[src/rtl/fd_pkg.sv]
// fd_pkg: shared constants and helpers for the programmable frequency divider.
package fd_pkg;
   localparam int FD_WIDTH_DEF = 21;
   localparam int FD_DIV_DEF = (1 << FD_WIDTH_DEF) - 1;
   function automatic int fd_period(input int n);
      return n + 1;
   endfunction
endpackage

[src/rtl/fd_cnt.sv]
// fd_cnt: up-counter that wraps to zero at div and reports the terminal cycle.
module fd_cnt
   import fd_pkg::*;
#(
   parameter int WIDTH = FD_WIDTH_DEF
) (
   input  logic             clk,
   input  logic             rst,
   input  logic             en,
   input  logic             clr,
   input  logic [WIDTH-1:0] div,
   output logic [WIDTH-1:0] cnt,
   output logic             term
);
   assign term = en && (cnt == div);
   always_ff @(posedge clk or posedge rst)
      if (rst) cnt <= '0;
      else if (term || clr) cnt <= '0;
      else if (en) cnt <= cnt + 1'b1;
endmodule

[src/rtl/fd_div_prog.sv]
// fd_div_prog: programmable divider producing a clock-enable tick and a square wave.
// New ratios wait in a shadow register and are applied only at a terminal count.
module fd_div_prog
   import fd_pkg::*;
#(
   parameter int               WIDTH   = FD_WIDTH_DEF,
   parameter logic [WIDTH-1:0] DEF_DIV = '1
) (
   input  logic             clk,
   input  logic             rst,
   input  logic             en,
   input  logic             div_ld,
   input  logic [WIDTH-1:0] div_in,
   output logic             tick,
   output logic             q_sq,
   output logic [WIDTH-1:0] cnt,
   output logic             ld_pend
);
   logic [WIDTH-1:0] div_q, shadow;
   logic             term, apply, clr;
   // A frozen divider has no terminal to wait for, so it applies a pending load at once.
   assign clr   = !en && ld_pend;
   assign apply = ld_pend && (term || !en);
   fd_cnt #(.WIDTH(WIDTH)) u_cnt (
      .clk (clk),
      .rst (rst),
      .en  (en),
      .clr (clr),
      .div (div_q),
      .cnt (cnt),
      .term(term)
   );
   always_ff @(posedge clk or posedge rst)
      if (rst) begin
         div_q   <= DEF_DIV;
         shadow  <= DEF_DIV;
         ld_pend <= 1'b0;
         tick    <= 1'b0;
         q_sq    <= 1'b0;
      end else begin
         tick    <= term;
         q_sq    <= term ? ~q_sq : q_sq;
         div_q   <= apply ? shadow : div_q;
         shadow  <= div_ld ? div_in : shadow;
         ld_pend <= div_ld || (ld_pend && !apply);
      end
endmodule

[config.mk]
export PLATFORM = sky130hd
export DESIGN_NAME = fd_div_prog
export DESIGN_NICKNAME = d
export VERILOG_FILES = /design/src/rtl/fd_pkg.sv /design/src/rtl/fd_cnt.sv /design/src/rtl/fd_div_prog.sv
export SDC_FILE = /design/constraint.sdc
export NUM_CORES = 1
export LEC_CHECK = 0
export CORE_ASPECT_RATIO = 1.2
export CORE_MARGIN = 3
export CORE_UTILIZATION = 60
export CTS_BUF_LIST = sky130_fd_sc_hd__clkbuf_8
export DETAILED_ROUTE_END_ITERATION = 8
export DONT_BUFFER_PORTS = 1
export GPL_TIMING_DRIVEN = 0
export PLACE_DENSITY = 0.86
export SETUP_SLACK_MARGIN = 0.5
export SYNTH_ARGS = -nofsm -noshare
export SYNTH_HDL_FRONTEND = slang
export SYNTH_SLANG_ARGS = --single-unit
export TNS_END_PERCENT = 10
[constraint.sdc]
create_clock -name clk -period 2.1 [get_ports clk]
set_clock_uncertainty 0.1 [all_clocks]
set_input_delay 0.315 -clock clk [delete_from_list [all_inputs] [get_ports clk]]
set_output_delay 0.315 -clock clk [all_outputs]
set_load 0.02 [all_outputs]
=== Word level (Yosys, flattened, before mapping) ===
Index checks and enable logic that the tools add are counted.

* Bits in writable memories: 0
* Word-level logic and storage cells: 21
* Memories: 0
* Bits in latches: 0
* Flip-flop bits (word level): 66
* Bits in read-only memories: 0
* Output and inout bits: 24

* Order comparisons: 0
* Reduce and logical (&&, ||, !) cells: 10
* Muxes and demuxes: 2
* $add $sub $neg: 1
* $mul: 0
* Bitwise logic cells: 1
* Divide/modulo/power cells: 0
* Shift-type cells: 0
* Equal/unequal tests: 1

{| class="wikitable"
|+ Operator list
! kind !! count
|-
| $mux 21 || 2
|-
| $add 21x1->21 const B || 1
|-
| $eq 21x21->1 || 1
|-
| $logic_and 1x1->1 || 4
|-
| $logic_or 1x1->1 || 3
|-
| $logic_not 1->1 || 2
|-
| $reduce_bool 2->1 || 1
|-
| $not 1->1 || 1
|}

=== Depth between registers and ports, before layout ===
Gate-level depths: netlist of run 1.

* Depth in word-level cells: 7
* Depth in mapped cells: 7
* Gate-level depth less buffers: 6

=== Modules after synthesis ===
A second synthesis of run 1 with hierarchy kept.

* Cell total of the unflattened synthesis: 228
* Area total of the unflattened synthesis: 3079.2 um2

{| class="wikitable"
|+ By module, submodules not included
! module !! sequential area each (um2) !! cells an instance !! area each (um2) !! instances
|-
| fd_div_prog || 1178.6 || 98 || 1729.2 || 1
|-
| fd_cnt || 525.5 || 130 || 1350.0 || 1
|}

=== Least setup slack after synthesis of run 1 ===
OpenSTA, ideal clock, no wires.

* Path kind: flip-flop to flip-flop
* Start: register u_cnt.cnt[4]
* End: register u_cnt.cnt[14]
* Setup slack: 0.171 ns
* Data arrival time: 1.710 ns
* Required time: 1.881 ns
* Stages on the path, launching flop included: 7
* Path buffers: 1
* Setup time: 0.119 ns
* Clock period less this slack: 1.929 ns
* Cells stage by stage: dfrtp_1 -> xor2_1 -> nor4_1 -> nand4_1 -> o21ai_4 -> buf_6 -> nor2_1

* Cells in the longest elaborated chain, start to end: 4
* Elaborated cells on any way between the ends: 7

{| class="wikitable"
|+ RTL lines
! element !! RTL line !! RTL
|-
| from (decl) || fd_cnt.sv:12 || <nowiki>output logic [WIDTH-1:0] cnt,</nowiki>
|-
| from (signal assigned) || fd_cnt.sv:19 || <nowiki>else if (en) cnt <= cnt + 1'b1;</nowiki>
|-
| branches (longest 4 deep; another with $add 21x1->21) || n/a ||
|}

Parallel ways; which one is timed is not known. The select of a mux whose other input is x is not followed.
A chain may end at the register's enable or synchronous reset.

=== Final worst setup path of run 1 ===
* Start: register u_cnt.cnt[16]
* End: register div_q[16]

* Cells in the longest elaborated chain, start to end: 4

{| class="wikitable"
|+ RTL lines
! element !! RTL line !! RTL
|-
| $eq 21x21->1 || fd_cnt.sv:15 || <nowiki>assign term = en && (cnt == div);</nowiki>
|-
| $logic_and 1x1->1 || fd_cnt.sv:15 ||
|-
| $logic_or 1x1->1 || fd_div_prog.sv:23 || <nowiki>assign apply = ld_pend && (term || !en);</nowiki>
|-
| $logic_and 1x1->1 || fd_div_prog.sv:23 ||
|-
| to (signal assigned) || fd_div_prog.sv:43 || <nowiki>div_q <= apply ? shadow : div_q;</nowiki>
|-
| to (decl) || fd_div_prog.sv:19 || <nowiki>logic [WIDTH-1:0] div_q, shadow;</nowiki>
|}

No other way between the ends.

==> results of run 1 <==
## layer usage
| layer | track usage (%) | up-vias |
|---|---|---|
| met1 | 33.9 | 1532 |
| met2 | 41.5 | 226 |
| met3 | 7.64 | 45 |
| li1 | - | 1362 |
| met5 | 0 | - |
| met4 | 15.0 | 0 |
## path summary, 6_finish.rpt
check	from	to	slack, ns	cells after the start
min in group asynchronous	rst	ld_pend	0.37	2
max reg2reg	u_cnt.cnt[16]	div_q[16]	-0.01	8
max in group asynchronous	rst	div_q[9]	0.90	3
min reg2reg	shadow[9]	div_q[9]	0.43	2
max	u_cnt.cnt[16]	div_q[16]	-0.01	8
min	div_in[6]	shadow[6]	0.02	1
## registers in the layout (all words and copies together), names as in the netlist
register,flops
q_sq,1
shadow,21
tick,1
ld_pend,1
div_q,21
u_cnt.cnt,21
## through the flow
step	hold slack, ns	cells	cell area [sq um]
2_1_floorplan	0.329	358	3610
4_1_cts	0.0124	466	4150
3_3_place_gp	0.336	438	3710
6_report	0.0203	468	4300
3_5_place_dp	0.349	438	3710
5_1_grt	0.00599	468	4300
## power by group through the flow
stage               combinational [mW]  clock (mW)  sequential (mW)
global route                     0.474        1.11             1.60
finish                           0.435        1.03             1.59
floorplan                        0.299           0             1.55
detailed placement               0.365           0             1.60
global placement                 0.346           0             1.59
CTS                              0.390        1.05             1.58
## cells in the final DEF (no fill, tap or decap), types with 2 or more instances in the layout
cell type	instances
sky130_fd_sc_hd__dfstp_2	42
sky130_fd_sc_hd__xor2_1	28
sky130_fd_sc_hd__nand4_1	26
sky130_fd_sc_hd__nand3_1	26
sky130_fd_sc_hd__inv_1	25
sky130_fd_sc_hd__o21ai_0	22
sky130_fd_sc_hd__a31oi_1	20
sky130_fd_sc_hd__mux2_2	20
sky130_fd_sc_hd__dfrtp_2	15
sky130_fd_sc_hd__nor2_1	13
sky130_fd_sc_hd__o311ai_1	13
sky130_fd_sc_hd__clkbuf_8	11
sky130_fd_sc_hd__xnor2_1	10
sky130_fd_sc_hd__nand2_1	10
sky130_fd_sc_hd__clkbuf_1	10
sky130_fd_sc_hd__dfrtp_1	9
sky130_fd_sc_hd__nor2_2	8
sky130_fd_sc_hd__o311ai_2	8
sky130_fd_sc_hd__buf_4	8
sky130_fd_sc_hd__buf_6	6
sky130_fd_sc_hd__clkbuf_2	4
sky130_fd_sc_hd__and3_1	4
sky130_fd_sc_hd__nor2_4	4
sky130_fd_sc_hd__nor4_2	3
sky130_fd_sc_hd__buf_1	3
sky130_fd_sc_hd__nor3_1	2
sky130_fd_sc_hd__and4_1	2
sky130_fd_sc_hd__buf_8	2
sky130_fd_sc_hd__clkinv_2	2
sky130_fd_sc_hd__dlygate4sd3_1	2
sky130_fd_sc_hd__buf_12	2
## final cells by class
class                      count  area [sq um]  share of cell area [%]
clock inverter                 6          51.3                    1.19
clock buffer                  10           138                    3.20
inverter                      24          93.8                    2.18
timing repair buffer          14           163                    3.79
tap                           80           100                    2.33
buffer                        27           178                    4.14
sequential                    66          1720                    40.1
multi-input combinational    241          1850                    43.1
## critical path, stage by stage (launching register included)
cell,delay (ns)
sky130_fd_sc_hd__dfrtp_2,0.46
sky130_fd_sc_hd__buf_6,0.14
sky130_fd_sc_hd__xnor2_2,0.12
sky130_fd_sc_hd__nand4_1,0.16
sky130_fd_sc_hd__buf_4,0.19
sky130_fd_sc_hd__or2_4,0.24
sky130_fd_sc_hd__clkbuf_4,0.19
sky130_fd_sc_hd__a31oi_1,0.25
sky130_fd_sc_hd__o311ai_2,0.15
## cell families (layout without fill, tap and decap cells)
| family | after synthesis | count (layout) |
|---|---|---|
| AND/OR/NAND/NOR | 108 | 108 |
| AO/OA/AOI/OAI | 72 | 72 |
| flip-flops | 66 | 66 |
| buffers and inverters | 51 | 81 |
| XOR/XNOR | 40 | 40 |
| multiplexers | 20 | 20 |
| adder cells (fa/ha/maj) | 1 | 1 |
## repair_timing
action | in CTS | in global routing
cloned | 3 | 0
setup buffers | 8 | 0
resized for setup | 45 | 28
hold buffers | 1 | 1
pin swaps | 23 | 32
endpoints found under the hold margin | 1 | 6
setup endpoints to repair | 45 | 45
==> impl_metrics.tcl, run 1 <==
set metrics [dict create \
    outcome "complete, but fails checks" \
    violations "negative setup slack" \
    synth_cell_type_count 40 \
    setup_viol_count_final 1 \
    p_leak_nw 1.72 \
    dieWidth_um 76.8 \
    number_of_enable_flip_flop_cells_after_synthesis 0 \
    routabilityCongestion 0.895 \
    synth_top_flop_cell "sky130_fd_sc_hd__dfstp_2" \
    async_flop_share_pct 100 \
    worst_setup_slack_before_clock_tree_synthesis_ns -0.351 \
    die-area_sq_um 6980 \
    floorplan.core_area_sq_um 5740 \
    buffer_ports.inserted 0 \
    cts.sinks 66 \
    synth-compound-area-share_pct 14.1 \
    cts-root-to-sink-buffers 2 \
    clock.fmax_mhz 474 \
    synth_top_family_by_area "simple AND/OR/NAND/NOR gates" \
    p_int_mw 2.20 \
    drt_first_iter_violations 337 \
    avgSynthCellArea_sq_um 10.1 \
    drt_wl_total_mm 9.62 \
    slew_viols_final 0 \
    dp.final_hpwl_mm 6.00 \
    crit_arrival_ns 2.26 \
    synth_top_cell_by_area "sky130_fd_sc_hd__dfstp_2" \
    diodes_inserted 0 \
    post_synth_main_area_contributors "sky130_fd_sc_hd__dfstp_2, sky130_fd_sc_hd__dfrtp_1, sky130_fd_sc_hd__xor2_1" \
    finalWorstPathRequiredPeriod_ns 2.11 \
    maximum_number_of_pins_on_one_net_before_global_route_repair 67 \
    worstHoldPathType "in2reg" \
    netlist_instances 358 \
    clk-insertion-delay-late_ns 0.35 \
    fin_ws_ns -0.0100 \
    fin_crit_sh_pct 100 \
    rsz0062_at_grt "true" \
    timing_worst_setup_path_type "reg2reg" \
    switchingPower_mw 0.853 \
    total_power_mw 3.06 \
    timing.critical_path.required_ns 2.25 \
    synth_mux_area_share_pct 6.24 \
    start_util_pct 62.8 \
    ff_latch_count_synth 66 \
    drcViolationCount 0 \
    utilization_pct 74.8 \
    final_antenna_net_count 0 \
    ys_warn_count 0 \
    irDropWorstVdd_uv 476 \
    met3WireLength_um 873 \
    cts_tree "yes" \
    crit_path_max_fanout 10 \
    vias 3165 \
    sw_frac_of_total_pct 27.9 \
    wl_met1_mm 3.72 \
    synth_simple_gate_area_share_pct 16.3 \
    topRoutingLayerUsed "met4" \
    cellPowerDensity_nw_per_um2 711 \
    synth-seq-area-share_pct 47.2 \
    dieHeight_um 90.9 \
    synth.most_common_cell "sky130_fd_sc_hd__dfstp_2" \
    dr.pass1.iters 7 \
    synth_adder_area_share_pct 0.347 \
    worst_slew_pin_slew_ns 0.597 \
    h-tree-depth 3 \
    cts_root_buf "sky130_fd_sc_hd__clkbuf_8" \
    sequential_fraction_of_design_power_pct 51.9 \
    design.final.nets 409 \
    fraction_of_layout_cells_with_a_size_suffix_above_1_pct 39.4 \
    setup.worst_path.end_class "register" \
    overflow 0 \
    grt_pass1_wl_mm 15.1 \
    cts-buffers-inserted 9 \
    worst_setup_hold_path_clk_slew_ns 0.07 \
    routedWlPerCell_um 20.6 \
    timing.setup.tns_ns -0.0100 \
    synth_xor_xnor_area_share_pct 9.71 \
    fill_cells 363 \
    via_count_of_the_first_global_routing_pass 3111 \
    startpoint_type "register" \
    dr_wl_met2_mm 4.62 \
    number_of_placed_i_o_pins 49 \
    synthToLayoutAreaGrowth_pct 19.1 \
    synth_common_cells "sky130_fd_sc_hd__dfstp_2, sky130_fd_sc_hd__xor2_1, sky130_fd_sc_hd__nand3_1, sky130_fd_sc_hd__nand4_1, sky130_fd_sc_hd__nor2_1" \
    groute.usage.overall_pct 26.9 \
    p_clk_share_pct 33.8 \
    grt_antenna_before_repair 0 \
    mappedNetlistArea_sq_um 3610 \
    hold_viol 0 \
    max_cap_viols 0 \
    timing.max_slew.rel_slack_pct 60.2 \
    floorplan.rows 30 \
    synth_largest_type_area_fraction_pct 30.6 \
    synth.net_count 384 \
    share_comb_of_total_power_pct 14.2 \
    detail_route.vias_per_cell 6.76 \
]
(Power assumes the default switching activity.)
==> run 2, diff against run 1 <==
- PLACE_DENSITY: 0.86 -> 0.83
- SLEW_MARGIN: not set -> 20
- clock period: 2.1 -> 2.69 ns (I/O delays scaled with it)
==> run 2 against run 1 <==
Net effect: the flow now finishes without violations; cell area is 7.7% lower; global-route usage shrank 2.4 points; combinational power down 31%; maximum frequency down 2.5%; worst hold slack gained 0.066 ns; critical path depth fell by 1; worst setup slack improved by 0.54 ns; sequential power shrank 23%; non-clock buffer count fell by 10; final cell count fell by 2.1%; critical path type unchanged.
==> impl_metrics.tcl, run 2 (synthesized netlist as in run 1, its figures left out) <==
set metrics [dict create \
    timing.critical_path.required_ns 2.82 \
    dieWidth_um 76.8 \
    cts-root-to-sink-buffers 2 \
    outcome "completed" \
    slew_viols_final 0 \
    clk-insertion-delay-late_ns 0.34 \
    dr.pass1.iters 7 \
    drcViolationCount 0 \
    hold_slack_ns 0.0860 \
    detail_route.vias_per_cell 6.35 \
    floorplan.core_area_sq_um 5740 \
    die-area_sq_um 6980 \
    setup.reg_to_reg.worst_slack_ns 0.53 \
    rsz0062_at_grt "true" \
    worstHoldPathType "in2reg" \
    setup.worst_path.end_class "register" \
    cts_tree "yes" \
    final_antenna_net_count 0 \
    fin_ws_ns 0.526 \
    sw_frac_of_total_pct 27.8 \
    regToRegEndpoint "div_q[12]" \
    finish.cell_count_without_fillers 458 \
    drt_first_iter_violations 223 \
    synthToLayoutAreaGrowth_pct 9.99 \
    biggestRegsByFlops "div_q (21), shadow (21), u_cnt.cnt (21)" \
    fraction_of_layout_cells_with_a_size_suffix_above_1_pct 28.0 \
    grt_pass1_wl_mm 13.7 \
    irDropWorstVdd_uv 431 \
    switchingPower_mw 0.631 \
    mostFrequentLayoutCell "sky130_fd_sc_hd__dfstp_2" \
    overflow 0 \
    hold_path.startpoint "div_in[20]" \
    routedWlPerCell_um 18.0 \
    grt_antenna_before_repair 0 \
    crit_arrival_ns 2.29 \
    via_count_of_the_first_global_routing_pass 2834 \
    dieHeight_um 90.9 \
    crit_path_max_fanout 10 \
    dp.final_hpwl_mm 5.86 \
    floorplan.rows 30 \
    worst_setup_hold_path_clk_slew_ns 0.07 \
    timing.max_slew.rel_slack_pct 64.8 \
    fill_cells 419 \
    start_util_pct 62.8 \
    groute.usage.overall_pct 24.5 \
    maximum_number_of_pins_on_one_net_before_global_route_repair 50 \
    cellPowerDensity_nw_per_um2 571 \
    max_cap_viols 0 \
    number_of_placed_i_o_pins 49 \
    p_leak_nw 1.63 \
    worst_slew_pin_slew_ns 0.528 \
    setup_viol_count_final 0 \
    cts.sinks 66 \
    h-tree-depth 3 \
    crit-reg2reg-launch "u_cnt.cnt[13]" \
    routabilityCongestion 0.895 \
    share_comb_of_total_power_pct 13.3 \
    placedCellCount 439 \
    buffer_ports.inserted 0 \
    sequential_fraction_of_design_power_pct 54.3 \
    vias 2907 \
    hold-path-cell-count 2 \
    hold_path_end "shadow[20]" \
    p_int_mw 1.64 \
    finalWorstPathRequiredPeriod_ns 2.16 \
    clock.fmax_mhz 462 \
    drt_wl_total_mm 8.22 \
    timing_worst_setup_path_type "reg2reg" \
    r2r_cell_count 7 \
    cts-buffers-inserted 9 \
    startpoint_type "register" \
    cts_root_buf "sky130_fd_sc_hd__clkbuf_8" \
    hold_viol 0 \
    diodes_inserted 0 \
    fin_crit_sh_pct 80.5 \
    p_clk_share_pct 32.3 \
    worst_setup_slack_before_clock_tree_synthesis_ns 0.320 \
    design.final.nets 399 \
    layout.cells.most_common_list "sky130_fd_sc_hd__dfstp_2, sky130_fd_sc_hd__xor2_1, sky130_fd_sc_hd__nand4_1, sky130_fd_sc_hd__nand3_1, sky130_fd_sc_hd__nor2_1" \
]
==> run 2: changes by cell type in the layout (fill, tap and decap cells not counted), sizes merged <==
cell / previous run / this run
bufinv: 1 / 0
clkinv: 2 / 3
dlygate4sd3: 2 / 1
clkinvlp: 1 / 0
buf: 23 / 15
==> run 2: per-layer routing <==
metal,vias up,GRT usage [%],wire length (um)
li1,1344,-,-
met1,1407,31.2,3390
met2,143,39.9,4030
met3,13,6.45,682
met4,0,9.37,118
met5,-,0,0
==> run 2: area by class of cell <==
cell class / instances / area, sq um / share of cell area, %
multi-input combinational: 241 / 1700 / 43.0
inverter: 24 / 92.6 / 2.33
buffer: 27 / 135 / 3.41
clock buffer: 11 / 151 / 3.82
tap: 80 / 100 / 2.52
clock inverter: 5 / 22.5 / 0.568
sequential: 66 / 1710 / 43.1
timing repair buffer: 4 / 52.6 / 1.32
==> run 2: worst max-delay path by stage <==
stage	end	start	cells after the start	slack, ns
CTS	div_q[12]	u_cnt.cnt[14]	7	0.51
floorplan	ld_pend	rst	1	0.60
global route	div_q[12]	u_cnt.cnt[16]	7	0.46
detailed placement	u_cnt.cnt[14]	u_cnt.cnt[14]	6	0.32
global placement	u_cnt.cnt[12]	rst	1	-0.05
finish	div_q[12]	u_cnt.cnt[13]	7	0.53
==> run 2: worst max-delay path, stage by stage, from the launching register on <==
cell and delay (ns):
sky130_fd_sc_hd__dfrtp_2 0.50, sky130_fd_sc_hd__xor2_1 0.20, sky130_fd_sc_hd__nor4_2 0.42, sky130_fd_sc_hd__and4_1 0.25, sky130_fd_sc_hd__buf_4 0.15, sky130_fd_sc_hd__buf_4 0.17
sky130_fd_sc_hd__nand4_1 0.11, sky130_fd_sc_hd__o311ai_1 0.13
==> run 2: metrics by stage <==
stage | area, sq um | total power, mW | utilization (%) | TNS [ns]
after floorplan | 3610 | 1.44 | - | 0
after global placement | 3710 | 1.51 | 64.6 | -1.09
after detailed placement | 3740 | 1.53 | 65.1 | 0
after CTS | 3940 | 2.27 | 68.6 | 0
after global routing | 3970 | 2.37 | 69.1 | 0
final | 3970 | 2.27 | 69.1 | 0
==> run 2: power groups by stage <==
stage,Clock (mW),Sequential [mW],Combinational (mW)
2_1_floorplan,0,1.21,0.233
3_3_place_gp,0,1.24,0.270
3_5_place_dp,0,1.24,0.290
4_1_cts,0.742,1.23,0.298
5_1_grt,0.794,1.24,0.334
6_report,0.733,1.23,0.302
==> run 2: timing repair <==
action,CTS,global route
buffers inserted,2,0
hold endpoints to repair,17,0
resized for setup,1,13
hold buffers,1,0
pin swaps,1,1
setup endpoints to repair,43,27
==> run 3, diff against run 2 <==
- clock period: 2.69 -> 2.05 ns (I/O delays scaled with it)
==> run 3 against run 2 <==
Net effect: maximum frequency is 6.4% higher; sequential share of layout area is 2.6 points lower; count of clock-buffer cells in the layout is 1 lower; non-clock buffer count is 12 higher; cell area is 7.3% higher; worst hold slack worse by 0.079 ns; global-route usage is 2.7 points higher; utilization is 5.0 points higher; flip-flop and latch count stayed put; final cell count is 2.6% higher; largest cell class is now multi-input combinational cells; largest power group unchanged.
==> impl_metrics.tcl, run 3 (synthesized netlist as in run 1, its figures left out) <==
set metrics [dict create \
    startpoint_type "register" \
    timing.max_slew.rel_slack_pct 54.9 \
    dr.pass1.iters 6 \
    h-tree-depth 3 \
    grt_antenna_before_repair 0 \
    routabilityCongestion 0.876 \
    cellPowerDensity_nw_per_um2 705 \
    timing.critical_path.max_delay_family "buffers and inverters" \
    cts-buffers-inserted 9 \
    dieHeight_um 90.9 \
    switchingPower_mw 0.867 \
    worst_setup_slack_before_clock_tree_synthesis_ns -0.411 \
    buffer_ports.inserted 0 \
    timing_startpoint_of_the_critical_path "u_cnt.cnt[16]" \
    grt_pass1_wl_mm 15.3 \
    sw_frac_of_total_pct 28.9 \
    cts-root-to-sink-buffers 2 \
    maximum_number_of_pins_on_one_net_before_global_route_repair 36 \
    synthToLayoutAreaGrowth_pct 18.0 \
    crit_arrival_ns 2.18 \
    sequential_fraction_of_design_power_pct 54.1 \
    critPathBufInv 3 \
    timing.critical_path.slowest_stage_cell "sky130_fd_sc_hd__dfrtp_2" \
    cts.sinks 66 \
    p_clk_share_pct 31.2 \
    detail_route.vias_per_cell 6.64 \
    worst_setup_hold_path_clk_slew_ns 0.07 \
    groute.usage.overall_pct 27.2 \
    timing.setup.tns_ns 0 \
    max_cap_viols 0 \
    setup.worst_path.end_class "register" \
    outcome "completed" \
    number_of_placed_i_o_pins 49 \
    path_cells "buf_6, xnor2_2, nand4_1, buf_4, or2_4, clkbuf_4, a31oi_1, o311ai_1" \
    timing.critical_path.slowest_cell_delay_ns 0.46 \
    p_int_mw 2.13 \
    floorplan.core_area_sq_um 5740 \
    design.final.nets 411 \
    crit-reg2reg-launch "u_cnt.cnt[16]" \
    cts_tree "yes" \
    finalWorstPathRequiredPeriod_ns 2.03 \
    timing_worst_setup_path_type "reg2reg" \
    biggestRegsByFlops "div_q (21), shadow (21), u_cnt.cnt (21)" \
    vias 3120 \
    fin_crit_sh_pct 99.2 \
    start_util_pct 62.8 \
    crit_path_max_fanout 10 \
    drcViolationCount 0 \
    slew_viols_final 0 \
    cts_root_buf "sky130_fd_sc_hd__clkbuf_8" \
    hold_path.startpoint "div_in[3]" \
    total_power_mw 3.00 \
    via_count_of_the_first_global_routing_pass 3138 \
    overflow 0 \
    floorplan.rows 30 \
    timing.critical_path.required_ns 2.20 \
    mostFrequentLayoutCell "sky130_fd_sc_hd__dfstp_2" \
    routedWlPerCell_um 19.5 \
    placedCellCount 439 \
    worstHoldPathType "in2reg" \
    rsz0062_at_grt "true" \
    hold_viol 0 \
    layout.cells.most_common_list "sky130_fd_sc_hd__dfstp_2, sky130_fd_sc_hd__xor2_1, sky130_fd_sc_hd__nand4_1, sky130_fd_sc_hd__nand3_1, sky130_fd_sc_hd__inv_1" \
    p_leak_nw 1.72 \
    diodes_inserted 0 \
    fin_ws_ns 0.0165 \
    dp.final_hpwl_mm 5.93 \
    final_antenna_net_count 0 \
    die-area_sq_um 6980 \
    dieWidth_um 76.8 \
    setup_viol_count_final 0 \
    clk-insertion-delay-late_ns 0.35 \
    drt_wl_total_mm 9.15 \
    finish.cell_count_without_fillers 470 \
    worst_slew_pin_slew_ns 0.674 \
    clock.fmax_mhz 492 \
    drt_first_iter_violations 202 \
    share_comb_of_total_power_pct 14.8 \
    fill_cells 382 \
    irDropWorstVdd_uv 512 \
    fraction_of_layout_cells_with_a_size_suffix_above_1_pct 38.7 \
]
-- run 3: cell count changes in the layout (fill, tap and decap cells not counted), sizes merged --
cell / change
clkinvlp: +1
clkbuf: +1
buf: +8
bufbuf: +1
dlygate4sd3: +1
-- run 3: timing repair --
item,4_1_cts,5_1_grt
hold buffers,2,0
pin swaps,15,28
endpoints found under the hold margin,21,0
buffers inserted,8,0
gates resized for setup,57,12
setup endpoints to repair,45,45
gates cloned,5,0
-- run 3: layer usage --
metal | part of all wire [%] | track usage (%)
met5 | 0 | 0
met4 | 3.6 | 15.6
met3 | 9.2 | 6.15
met2 | 49 | 42.6
met1 | 38 | 34.6
-- run 3: worst reg2reg max path, cell delays in order (launching register included) --
cell,delay [ns]
sky130_fd_sc_hd__dfrtp_2,0.46
sky130_fd_sc_hd__buf_6,0.14
sky130_fd_sc_hd__xnor2_2,0.12
sky130_fd_sc_hd__nand4_1,0.14
sky130_fd_sc_hd__buf_4,0.18
sky130_fd_sc_hd__or2_4,0.24
sky130_fd_sc_hd__clkbuf_4,0.20
sky130_fd_sc_hd__a31oi_1,0.22
sky130_fd_sc_hd__o311ai_1,0.13
-- run 3: stage by stage --
| step | hold slack, ns | utilization (%) | instance area (sq um) |
|---|---|---|---|
| floorplan | 0.322 | - | 3610 |
| global placement | 0.328 | 64.6 | 3710 |
| detailed placement | 0.214 | 65.0 | 3730 |
| CTS | 0.00119 | 73.3 | 4210 |
| global route | 0.00318 | 74.1 | 4260 |
| finish | 0.00695 | 74.1 | 4260 |
-- run 3: worst paths after layout --
kind	to	slack [ns]	depth (start not counted)
worst max-delay path	div_q[2]	0.02	8
worst min-delay path	shadow[3]	0.007	1
worst max register to register	div_q[2]	0.02	8
worst min register to register	div_q[16]	0.43	2
max in group asynchronous	div_q[7]	0.76	3
min in group asynchronous	q_sq	0.44	2
-- run 3: power groups by stage --
stage                     Clock [mW]  Combinational (mW)  Sequential, mW
after global placement             0               0.355            1.62
after detailed placement           0               0.378            1.63
after CTS                      0.944               0.421            1.61
final                          0.935               0.443            1.62
after global routing            1.01               0.486            1.63
after floorplan                    0               0.307            1.59
-- run 3: area by class of cell --
| cell class | count | area [sq um] | share of cell area (%) |
|---|---|---|---|
| Buffer | 27 | 168 | 3.94 |
| Clock buffer | 10 | 138 | 3.23 |
| Clock inverter | 6 | 26.3 | 0.617 |
| Inverter | 24 | 93.8 | 2.21 |
| Multi-Input combinational cell | 241 | 1820 | 42.7 |
| Sequential cell | 66 | 1720 | 40.5 |
| Tap cell | 80 | 100 | 2.35 |
| Timing Repair Buffer | 16 | 189 | 4.44 |
